`src/rtl/bpf_switch_seq.sv`:
```
// Break-before-make sequencer for the band-pass filter switch lines.
// Qualifies a new band code, mutes, drives the all-off code, applies the new code, settles, unmutes.
module bpf_switch_seq #(
  parameter int         STABLE_CYCLES = 1024,
  parameter int         MUTE_LEAD     = 64,
  parameter int         BREAK_CYCLES  = 4800,
  parameter int         SETTLE_CYCLES = 48000,
  parameter logic [2:0] RESET_CODE    = 3'd6,
  parameter logic [2:0] BREAK_CODE    = 3'd7
) (
  input  logic       clk,
  input  logic       reset,
  input  logic [2:0] bpf_req,
  input  logic       hold,
  output logic [2:0] bpf_out,
  output logic       bpf_mute,
  output logic       bpf_busy,
  output logic       bpf_done
);

  typedef enum logic [2:0] {
    IDLE    = 3'd0,
    QUALIFY = 3'd1,
    MUTE    = 3'd2,
    BREAK   = 3'd3,
    SETTLE  = 3'd4
  } state_t;

  localparam logic [15:0] STABLE_LAST = 16'(STABLE_CYCLES - 1);
  localparam logic [15:0] MUTE_LAST   = 16'(MUTE_LEAD - 1);
  localparam logic [15:0] BREAK_LAST  = 16'(BREAK_CYCLES - 1);
  localparam logic [15:0] SETTLE_LAST = 16'(SETTLE_CYCLES - 1);

  // Only the codes the band decoder can legitimately produce may start a switch.
  function automatic logic code_valid(input logic [2:0] code);
    case (code)
      3'd0, 3'd1, 3'd2, 3'd3, 3'd6: code_valid = 1'b1;
      default:                      code_valid = 1'b0;
    endcase
  endfunction

  state_t      state_r, state_next_s;
  logic [15:0] cnt_r, cnt_next_s;
  logic [2:0]  cand_r, cand_next_s;
  logic [2:0]  out_r, out_next_s;
  logic        mute_r, mute_next_s;
  logic        busy_r;
  logic        done_r, done_next_s;
  logic        req_ok_s;

  assign req_ok_s = code_valid(bpf_req) && (bpf_req != out_r);

  // Next-state and next-output logic of the switching sequence.
  always_comb begin
    state_next_s = state_r;
    cnt_next_s   = cnt_r;
    cand_next_s  = cand_r;
    out_next_s   = out_r;
    mute_next_s  = mute_r;
    done_next_s  = 1'b0;
    case (state_r)
      IDLE: begin
        if (req_ok_s && !hold) begin
          state_next_s = QUALIFY;
          cand_next_s  = bpf_req;
          cnt_next_s   = 16'd0;
        end else begin
          state_next_s = IDLE;
        end
      end
      QUALIFY: begin
        if (hold || !req_ok_s) begin
          state_next_s = IDLE;
        end else if (bpf_req != cand_r) begin
          cand_next_s = bpf_req;
          cnt_next_s  = 16'd0;
        end else if (cnt_r == STABLE_LAST) begin
          state_next_s = MUTE;
          cnt_next_s   = 16'd0;
          mute_next_s  = 1'b1;
        end else begin
          cnt_next_s = cnt_r + 16'd1;
        end
      end
      MUTE: begin
        if (cnt_r == MUTE_LAST) begin
          state_next_s = BREAK;
          cnt_next_s   = 16'd0;
          out_next_s   = BREAK_CODE;
        end else begin
          cnt_next_s = cnt_r + 16'd1;
        end
      end
      BREAK: begin
        if (cnt_r == BREAK_LAST) begin
          state_next_s = SETTLE;
          cnt_next_s   = 16'd0;
          out_next_s   = cand_r;
        end else begin
          cnt_next_s = cnt_r + 16'd1;
        end
      end
      SETTLE: begin
        if (cnt_r == SETTLE_LAST) begin
          state_next_s = IDLE;
          cnt_next_s   = 16'd0;
          mute_next_s  = 1'b0;
          done_next_s  = 1'b1;
        end else begin
          cnt_next_s = cnt_r + 16'd1;
        end
      end
      default: begin
        state_next_s = SETTLE;
        cnt_next_s   = 16'd0;
        out_next_s   = RESET_CODE;
        mute_next_s  = 1'b1;
      end
    endcase
  end

  // State, counters and registered outputs; reset lands in SETTLE so power-up waits before unmuting.
  always_ff @(posedge clk) begin
    if (reset) begin
      state_r <= SETTLE;
      cnt_r   <= 16'd0;
      cand_r  <= RESET_CODE;
      out_r   <= RESET_CODE;
      mute_r  <= 1'b1;
      busy_r  <= 1'b1;
      done_r  <= 1'b0;
    end else begin
      state_r <= state_next_s;
      cnt_r   <= cnt_next_s;
      cand_r  <= cand_next_s;
      out_r   <= out_next_s;
      mute_r  <= mute_next_s;
      busy_r  <= (state_next_s != IDLE);
      done_r  <= done_next_s;
    end
  end

  assign bpf_out  = out_r;
  assign bpf_mute = mute_r;
  assign bpf_busy = busy_r;
  assign bpf_done = done_r;

endmodule

```
`config.mk`:
```
export PLATFORM = sky130hd
export DESIGN_NAME = bpf_switch_seq
export DESIGN_NICKNAME = d
export VERILOG_FILES = /design/src/rtl/bpf_switch_seq.sv
export SDC_FILE = /design/constraint.sdc
export NUM_CORES = 1
export LEC_CHECK = 0
export CAP_MARGIN = 20
export CORE_AREA = 2 2 64 81
export DETAILED_ROUTE_END_ITERATION = 8
export DIE_AREA = 0 0 66 83
export PLACE_DENSITY_LB_ADDON = 0.25
export SLEW_MARGIN = 10
export SYNTH_ARGS = -nofsm -noshare
export SYNTH_HDL_FRONTEND = slang
export SYNTH_SLANG_ARGS = --single-unit
export TNS_END_PERCENT = 10
```
`constraint.sdc`:
```
create_clock -name clk -period 4.8 [get_ports clk]
set_input_delay 0.72 -clock clk [delete_from_list [all_inputs] [get_ports clk]]
set_output_delay 0.72 -clock clk [all_outputs]
set_load 0.03 [all_outputs]
```
==> impl_metrics.toml <==
[setup_path]
path_class = "input pin to flop"
reg2reg_from = "state_r[0]$_SDFF_PP0_"
required_ps = 4990
critPathArrivalTime_ps = 2780
start_kind = "input pin"
r2r_setup_slack_ps = 2710
crit_path_max_fanout = 19
reg2reg_to = "cnt_r[14]$_SDFFE_PP0P_"
endpoint_kind = "flop"
rr_worst_depth = 6

[yosys]
yosysTopAreaCellShare_pct = 35.5
synth_area_leaders = "dfxtp_1 36%, xor2_1 6.7%, nor2_1 4.8%, nand4_1 4.0%, nand3_1 3.8%"
yosysWarnings = 0
synth-edff-count = 0
avgSynthCellArea_sq_um = 8.26
ys_seq_area_share_pct = 35.5
ys_seq_elements = 28
syn-instance-count = 191
yosys.cell_types.count = 46
syn_nets = 198
synthFlopType = "dfxtp_1"
netlist_area_sq_um = 1580
synth.largest_area_cell = "dfxtp_1"
ys_async_sr_fraction_pct = 0

[min_path]
min_path_cells = 2
hp-start = "bpf_mute$_SDFFE_PP1P_"
hold-path-endpoint = "bpf_mute$_SDFFE_PP1P_"
worst_hold_path_type = "flop to flop"

[clocking]
cts_buffers = 3
cts_buffer_depth = 2
cts_resized = 0
cts_tree = "built"
postCtsSetupRepairBufs = 0
cts.reportedPaths.clkPinSlew_ps = 100
clock_latency_ps = 280
htreeDepth = 1
clkSinkCount = 28
ctsHoldBuffers = 0
clock-root-buffer = "clkbuf_8"

[floorplanning]
dieArea_sq_um = 5480
ioPinCount = 12
core_sq_um = 4690
row_count = 28
initial_core_util_pct = 33.6
die_h_um = 83
die_x_um = 66

[power_and_ir_drop]
ir_drop_uv = 88.7
powerDensity_nw_per_um2 = 232
p_leak_nw = 0.617

[finish]
fin_area_sq_um = 1760
drive_gt1_share_pct = 6.67
final_common_cell = "dfxtp_1"
area_growth_pct = 11.5
nets = 203
final_cell_mix = "28 x dfxtp_1, 20 x nor2_1, 12 x nand2_1, 12 x xor2_1, 12 x nand3_1"
n_antenna_cell = 0

[sta]
min_period_ps = 2590
skew_ps = 5.56
worst_slew_pin_slew_ps = 555
drv_slew = 0
relSlewSlack_pct = 63.0
setup-violations-final = 0
finalHoldViolCount = 0
fmax_ghz = 0.386
rsz0062_at_grt = "false"
period_share_pct = 54.0
totalNegativeSetupSlack_ps = 0

[global_route]
grt_pass1_wl_mm = 5.91
antenna_found_initial = 0
grt_max_degree = 20
grt_overflow = 0
grt_pass1_vias = 1268
track_usage_pct = 13.6

[routing]
wl_per_cell_um = 13.9
wl_mm = 3.55
avgViaCountPerCell = 5.33
first_pass_iters = 5
drt_iter0_drc = 64
drc_errors = 0
vias = 1360
antenna_left = 0

[run]
maxCapViolations = 0

[placed_design]
port_buffers = 11
dpl_cell_area_sq_um = 1700
hpwl_mm = 2.56
gp_congestion = 0.854

[status]
status = "complete, no violations"
-- how the worst max path moves through the flow --
stage / startpoint / end / slack, ps / depth (start not counted)
floorplan: bpf_req[1] / cnt_r[3]$_SDFFE_PP0P_ / 2850 / 8
global placement: bpf_req[2] / cnt_r[13]$_SDFFE_PP0P_ / 1960 / 7
detailed placement: bpf_req[2] / cnt_r[14]$_SDFFE_PP0P_ / 1920 / 7
CTS: bpf_req[2] / cnt_r[14]$_SDFFE_PP0P_ / 2210 / 7
global route: bpf_req[0] / cnt_r[13]$_SDFFE_PP0P_ / 2060 / 7
finish: bpf_req[2] / cnt_r[14]$_SDFFE_PP0P_ / 2210 / 7
-- metrics by stage --
step	utilization [%]	setup slack [ps]	power, W	hold slack (ps)	cells
after floorplan	-	2850	0.000256	443	191
after global placement	36.3	1960	0.000265	458	251
after detailed placement	36.3	1920	0.000265	469	251
after CTS	37.5	2210	0.000415	495	255
after global routing	37.5	2060	0.000431	522	255
final	37.5	2210	0.000409	495	255
-- state kept, by name, indices dropped and copies added, names as in the netlist --
register	cells
bpf_busy	1
bpf_done	1
bpf_mute	1
bpf_out	3
cand_r	3
cnt_r	16
state_r	3
-- area by class of cell --
type	count	area, sq um
clock buffer	4	55.1
fill	494	2940
inverter	6	22.5
multi-input combinational	146	936
sequential	28	561
tap	60	75.1
timing repair buffer	11	110
-- where the power goes --
part	internal (W)	total [W]	leakage, nW	switching (W)
sequential	0.000234	0.000236	0.226	0.00000195
clock	0.0000736	0.000149	0.0288	0.0000759
combinational	0.00000981	0.0000231	0.362	0.0000133
total	0.000318	0.000409	0.617	0.0000911
-- synthesized netlist by cell type, types with 2 or more instances --
cell type and count:
nor2_1 20, nand4_1 10, a211o_1 3, a21oi_1 6
xnor2_1 3, and4_1 3, clkbuf_1 6, nor3b_1 2
inv_1 6, a31o_2 2, and3_1 6, nand2_1 12
nand2b_1 6, buf_4 2, nor3_1 6, mux2i_1 2
dfxtp_1 28, nand3_1 12, o31ai_1 3, xor2_1 12
and2_1 3, nor4b_1 2, nor2b_1 2, o32a_1 2
o21ai_0 11
-- metal layers --
metal	up-vias	GRT usage (%)	share of wire, %
met4	0	6.12	2.3
met5	-	0	0
met3	6	2.17	2.4
met1	644	16.9	46
li1	691	-	-
met2	19	22.5	49
-- worst max-delay path: stages --
cell             delay (ps)
clkdlybuf4s50_1         560
xnor2_1                 140
nand3_1                 150
a211o_1                 550
a31oi_1                 450
nand3_1                 130
o31ai_1                  80
-- kinds of logic (layout without fill, tap and decap cells) --
group | Yosys count | count (layout) | share of synthesized area (%)
simple gates | 93 | 93 | 33.7
flops | 28 | 28 | 35.5
mux | 2 | 2 | 1.27
buf+inv | 17 | 21 | 5.15
xor+xnor | 15 | 15 | 8.33
compound gates | 35 | 35 | 15.2
fa+ha+maj | 1 | 1 | 0.793
(Power assumes the default switching activity.)
